$ cat src/rtl/config_chain_driver.sv
// Config chain driver: serializes valid/ready words MSB-first onto the tile
// shift chain, then pulses set. Ports: clk/rst, cfg_* stream, chain_* to
// tiles, busy/done status, rb_* readback (built only with CFG_READBACK_EN).
module config_chain_driver #(
  parameter int DW    = 32,
  parameter int CNT_W = $clog2(DW)
) (
  input  logic          clk,
  input  logic          rst,
  input  logic [DW-1:0] cfg_data,
  input  logic          cfg_last,
  input  logic          cfg_valid,
  output logic          cfg_ready,
  output logic          chain_shift_out,
  output logic          chain_cen,
  output logic          chain_set,
  input  logic          chain_shift_in,
  output logic          busy,
  output logic          done,
  output logic [DW-1:0] rb_data,
  output logic          rb_valid
);

  typedef enum logic [1:0] {IDLE, SHIFT, SET} state_t;

  state_t            state_q, state_d;
  logic [DW-1:0]     sreg_q, sreg_d;
  logic [CNT_W-1:0]  cnt_q, cnt_d;
  logic              last_q, last_d;
  logic              cen_q, cen_d;
  logic              so_q, so_d;
  logic              set_q, set_d;
  logic              done_q, done_d;
  logic              busy_q, busy_d;
  logic              cnt_zero;
  logic              xfer;

  assign cnt_zero = (cnt_q == '0);
  assign xfer     = cfg_valid && cfg_ready;

  always_comb begin
    cfg_ready = 1'b0;
    if (!rst) begin
      unique case (state_q)
        IDLE:    cfg_ready = 1'b1;
        SHIFT:   cfg_ready = cnt_zero && !last_q;
        default: cfg_ready = 1'b0;
      endcase
    end
  end

  always_ff @(posedge clk) begin
    if (rst) begin
      state_q <= IDLE;
      sreg_q  <= '0;
      cnt_q   <= '0;
      last_q  <= 1'b0;
      cen_q   <= 1'b0;
      so_q    <= 1'b0;
      set_q   <= 1'b0;
      done_q  <= 1'b0;
      busy_q  <= 1'b0;
    end else begin
      state_q <= state_d;
      sreg_q  <= sreg_d;
      cnt_q   <= cnt_d;
      last_q  <= last_d;
      cen_q   <= cen_d;
      so_q    <= so_d;
      set_q   <= set_d;
      done_q  <= done_d;
      busy_q  <= busy_d;
    end
  end

  always_comb begin
    state_d = state_q;
    unique case (state_q)
      IDLE:
        if (xfer) state_d = SHIFT;
      SHIFT:
        if (cnt_zero) begin
          if (last_q)     state_d = SET;
          else if (!xfer) state_d = IDLE;
        end
      SET:     state_d = IDLE;
      default: state_d = IDLE;
    endcase
  end

  // Outputs are registered: this computes the values they take next cycle.
  // The bit on the wire this cycle lives in so_q, sreg_q holds the rest.
  always_comb begin
    sreg_d = sreg_q;
    cnt_d  = cnt_q;
    last_d = last_q;
    cen_d  = 1'b0;
    so_d   = 1'b0;
    set_d  = 1'b0;
    done_d = 1'b0;
    busy_d = busy_q;
    if (xfer) begin
      sreg_d = {cfg_data[DW-2:0], 1'b0};
      so_d   = cfg_data[DW-1];
      cen_d  = 1'b1;
      cnt_d  = CNT_W'(DW-1);
      last_d = cfg_last;
      busy_d = 1'b1;
    end else begin
      unique case (state_q)
        SHIFT:
          if (!cnt_zero) begin
            so_d   = sreg_q[DW-1];
            sreg_d = {sreg_q[DW-2:0], 1'b0};
            cnt_d  = cnt_q - 1'b1;
            cen_d  = 1'b1;
          end else if (last_q) begin
            set_d = 1'b1;
          end
        SET: begin
          done_d = 1'b1;
          busy_d = 1'b0;
        end
        default: ;
      endcase
    end
  end

  assign chain_cen       = cen_q;
  assign chain_shift_out = so_q;
  assign chain_set       = set_q;
  assign done            = done_q;
  assign busy            = busy_q;

`ifdef CFG_READBACK_EN
  logic [DW-1:0]    rb_sreg_q;
  logic [DW-1:0]    rb_data_q;
  logic [CNT_W-1:0] rb_cnt_q;
  logic             rb_valid_q;

  always_ff @(posedge clk) begin
    if (rst) begin
      rb_sreg_q  <= '0;
      rb_data_q  <= '0;
      rb_cnt_q   <= '0;
      rb_valid_q <= 1'b0;
    end else begin
      rb_valid_q <= 1'b0;
      if (cen_q) begin
        rb_sreg_q <= {rb_sreg_q[DW-2:0], chain_shift_in};
        if (rb_cnt_q == CNT_W'(DW-1)) begin
          rb_cnt_q   <= '0;
          rb_data_q  <= {rb_sreg_q[DW-2:0], chain_shift_in};
          rb_valid_q <= 1'b1;
        end else begin
          rb_cnt_q <= rb_cnt_q + 1'b1;
        end
      end
    end
  end

  assign rb_data  = rb_data_q;
  assign rb_valid = rb_valid_q;
`else
  logic unused_rb;
  assign unused_rb = chain_shift_in;
  assign rb_data   = '0;
  assign rb_valid  = 1'b0;
`endif

endmodule

$ cat config.mk
export PLATFORM = sky130hd
export DESIGN_NAME = config_chain_driver
export DESIGN_NICKNAME = d
export VERILOG_FILES = /design/src/rtl/config_chain_driver.sv
export SDC_FILE = /design/constraint.sdc
export NUM_CORES = 1
export LEC_CHECK = 0
export CAP_MARGIN = 20
export CORE_MARGIN = 10
export CORE_UTILIZATION = 45
export DETAILED_ROUTE_END_ITERATION = 10
export GPL_ROUTABILITY_DRIVEN = 0
export PLACE_DENSITY = 0.87
export SETUP_SLACK_MARGIN = 0.3
export SLEW_MARGIN = 5
export SYNTH_ARGS = -nofsm -noshare
export SYNTH_HDL_FRONTEND = slang
export SYNTH_SLANG_ARGS = --single-unit
$ cat constraint.sdc
create_clock -name clk -period 3.4 [get_ports clk]
set_clock_uncertainty 0.05 [all_clocks]
set_input_delay 0.51 -clock clk [delete_from_list [all_inputs] [get_ports clk]]
set_output_delay 0.51 -clock clk [all_outputs]
set_load 0.1 [all_outputs]
== Word level (Yosys, flattened, before mapping) ==
Index checks and enable logic that the tools add are counted.
Storage, ports and cells
  register bits: 44
Operators by class
  multiplexer cells: 23
  equality and inequality tests: 6
  bitwise operators: 2
  add/sub/neg operators: 1
  reductions and logical operators: 11
Operators with widths (number)
  $mux W32: 3
  $mux W5: 3
  $mux W1: 11
  $mux W2: 4
  $logic_not A5 Y1: 1
  $sub A5 B1 Y5 const B: 1
  $ne A2 B2 Y1 const B: 2
  $pmux W2 S2: 1
  $reduce_bool A2 Y1: 2
  $reduce_or A4 Y1: 1
  $ne A3 B3 Y1 const B: 1
  $reduce_and A3 Y1: 1
  $eq A2 B1 Y1 const B: 1
  $eq A2 B2 Y1 const B: 1
  $logic_and A1 B1 Y1: 2
  $logic_not A2 Y1: 1
  $ne A2 B1 Y1 const B: 1
  $not A1 Y1: 2
  $pmux W1 S2: 1
  $reduce_and A2 Y1: 1
  $reduce_or A2 Y1: 1
  $logic_not A1 Y1: 1

== Longest topological paths before layout ==
  word-level depth: 9
  gate-level depth with buffers: 9
  depth with buffers taken out: 6

== Worst setup path before layout ==
No wires, ideal clock.
  path kind: reg-to-output
  start point: register cnt_q[0]
  end point: output cfg_ready
  cell stages (with the launch flop): 7
  path slack: -0.481 ns
  arrival time: 3.321 ns
  required time: 2.840 ns
  path buffers: 1
  cells stage by stage: dfxtp_1 inv_1 ha_1 or4b_4 buf_6 o21a_1 nor3_1
On the way
  longest elaborated chain between the ends: 4
Ends and longest elaborated chain
  from (decl): RTL line 28  | logic [CNT_W-1:0] cnt_q, cnt_d;
  from (signal assigned): RTL line 66  | cnt_q <= cnt_d;
  $logic_not A5 Y1: RTL line 38  | assign cnt_zero = (cnt_q == '0);
  $logic_and A1 B1 Y1: RTL line 46  | SHIFT: cfg_ready = cnt_zero && !last_q;
  $pmux W1 S2: RTL line 44  | unique case (state_q)
  $mux W1: RTL line 43  | if (!rst) begin
  to (decl): RTL line 13  | output logic cfg_ready,
Every way passes these cells.

== Final worst setup path ==
Ends and elaborated chain as after synthesis.

==> flow_summary.ini <==
[status]
status = finished clean

[global_route]
gr-total-overflow = 0
grt_pass1_wl_um = 7530
antenna_found_initial = 0
grt_pass1_vias = 1691
grt_max_degree = 34
track_usage_pct = 11.8

[synth]
yosysMostFrequentCell = nand2_1
seq_area_frac_synth_pct = 41.5
synth_edf_count = 0
yosysWarnings = 0
synth_ff_type = dfxtp_1
syn_inst = 263
syn_avg_cell_area_um2 = 8.06
yosysUniqueCellTypes = 32
ys_top_cells_by_count = 58 x nand2_1, 44 x dfxtp_1, 34 x buf_4, 21 x o21ai_0, 19 x a31oi_1
synth_area_mm2 = 0.00212
synth_top_area_share_pct = 41.5
synth.area.top_cells = dfxtp_1 42%, buf_4 12%, nand2_1 10%
ys_ff_latch = 44
yosysTopAreaCell = dfxtp_1
ys_async_sr_fraction_pct = 0

[timing]
finalSetupTns_ps = 0
relSlewSlack_pct = 34.5
rsz0062_at_grt = false
drv_slew = 0
worstMarginPinSlew_ps = 979
period_needed_ps = 2610
final_hold_viol_count = 0
fin_crit_sh_pct = 76.8
whs_ps = 425
setup_viol_count_final = 0
max_freq_mhz = 383

[worst_setup_path]
crit_fanout = 8
r2r-start = cnt_q[0]
arrival_ps = 2050
timing.critical_path.from = cnt_q[0]
worst_setup_path_end_kind = primary output
crit_end = cfg_ready
r2r_slack_ps = 1120
crit_type = reg2out
r2r_end = sreg_q[2]
reg2reg_depth = 7
start_kind = flop
required_ps = 2840

[routing]
viasPerCell = 4.97
wl_met3_um = 281
firstDrtPassIters = 4
drtIter0Drc = 161
routed-via-count = 1725
routedWlPerCell_um = 13.5
wirelength_um = 4690
wl_met2_um = 2260
ant_nets = 0
top_layer = met4
drc = 0
wl_met1_um = 2100

[final_layout]
nNetsFinal = 333
finalInstanceArea_mm2 = 0.00254
n_antenna_cell = 0
drive_gt1_share_pct = 5.76
syn_to_final_growth_pct = 19.6
finalNonFillerCells = 347
final_util_pct = 57.1

[clock_network]
cts_resized = 0
clockRootBuffer = clkbuf_8
cts_max_path_buffers = 2
cts_buffers = 5
insertion_delay_ps = 300
cts_hold_buffers = 0
clock_sinks = 44
clk_pin_slew_ps = 80
htree_levels = 2
post_cts_buffers = 0
cts_tree = yes

[floorplan]
rows = 24
die_w_um = 88.7
io_pins = 76
core_mm2 = 0.00444
die-area_mm2 = 0.00786
start_util_pct = 47.7
die_h_um = 88.7

[placed_design]
dp_hpwl_um = 3410
dpl-instance-area_mm2 = 0.00243
placed_cells = 339
io_buffers = 41

[power_and_ir_drop]
p_leak_nw = 0.958
ir_drop_mv = 0.287
powerDensity_mw_per_mm2 = 595

[worst_hold_path]
hp-class = reg2reg

[job]
maxCapViolCount = 0
==> flip-flops by register name, summed over array words and instances (netlist names) <==
name / count
busy: 1
state_q: 2
done: 1
sreg_q: 31
cnt_q: 5
last_q: 1
chain_cen: 1
chain_set: 1
chain_shift_out: 1
==> power breakdown <==
| part | switching, mW | leakage, nW | internal, mW |
|---|---|---|---|
| Clock | 0.174 | 0.0552 | 0.218 |
| Combinational | 0.357 | 0.540 | 0.138 |
| Sequential | 0.0404 | 0.363 | 0.583 |
==> per-layer routing <==
layer  up-vias  GRT usage, %
met1       781          13.3
met4         0          3.52
met5         -             0
met3         5          4.41
li1        895             -
met2        44          20.4
==> worst max-delay path, cell delays in order, from the launching register on <==
cell and delay [ps]:
dfxtp_1 340, inv_1 90, ha_1 200, or4b_4 540
o21a_1 210, nor3_2 170, buf_12 210
==> metrics by stage <==
| step | setup slack (ps) | total power [mW] |
|---|---|---|
| after CTS | 781 | 1.52 |
| after floorplan | 377 | 1.06 |
| after detailed placement | 692 | 1.13 |
| after global routing | 680 | 1.59 |
| final | 789 | 1.51 |
| after global placement | 729 | 1.11 |
==> worst min-delay path by stage <==
stage / slack (ps) / endpoint / cells past startpoint / startpoint
floorplan: 400 / sreg_q[25] / 2 / sreg_q[25]
global placement: 410 / sreg_q[30] / 2 / sreg_q[30]
detailed placement: 410 / sreg_q[18] / 2 / sreg_q[18]
CTS: 430 / sreg_q[18] / 2 / sreg_q[18]
global route: 440 / sreg_q[15] / 2 / sreg_q[15]
finish: 430 / sreg_q[20] / 2 / sreg_q[20]
==> placed cells by master, fill, tap and decap left out <==
master	netlist	layout
nand2_1	58	58
dfxtp_1	44	44
clkdlybuf4s50_1	0	40
conb_1	1	33
o21ai_0	21	21
a31oi_1	19	19
nor2_1	13	13
a311oi_1	9	9
a21oi_1	9	8
nand3_1	7	7
clkbuf_8	0	5
inv_1	3	3
nor4b_1	3	3
buf_4	34	3
a22oi_1	2	2
nor4_1	2	2
mux2i_1	2	2
xor2_1	2	2
ha_1	2	2
or4b_4	1	1
o21a_1	1	1
nor3_2	0	1
a21o_1	1	1
nor2b_1	1	1
and2_1	1	1
a21oi_4	0	1
nand2_2	1	1
nand2b_1	1	1
a31o_2	1	1
a32o_1	1	1
nor3_1	2	1
o21ai_1	1	1
xnor2_1	1	1
bufinv_16	0	1
clkbuf_1	10	1
clkinv_2	0	1
buf_16	0	1
buf_12	0	1
==> cell type report <==
class	count	area [um2]
inverter	3	11.3
sequential	44	881
clock inverter	2	35.0
tap	52	65.1
multi-input combinational	195	1000
fill	421	1910
timing repair buffer	45	470
clock buffer	6	72.6
==> kinds of logic after synthesis <==
| logic type | Yosys count | share of synthesized area (%) |
|---|---|---|
| other | 1 | 0.177 |
| adder cells (fa/ha/maj) | 2 | 1.18 |
| XOR/XNOR | 3 | 1.24 |
| AO/OA/AOI/OAI | 65 | 18.9 |
| flip-flops | 44 | 41.5 |
| AND/OR/NAND/NOR | 90 | 18.3 |
| buffers and inverters | 56 | 17.6 |
| multiplexers | 2 | 0.944 |
(Power assumes the default switching activity.)
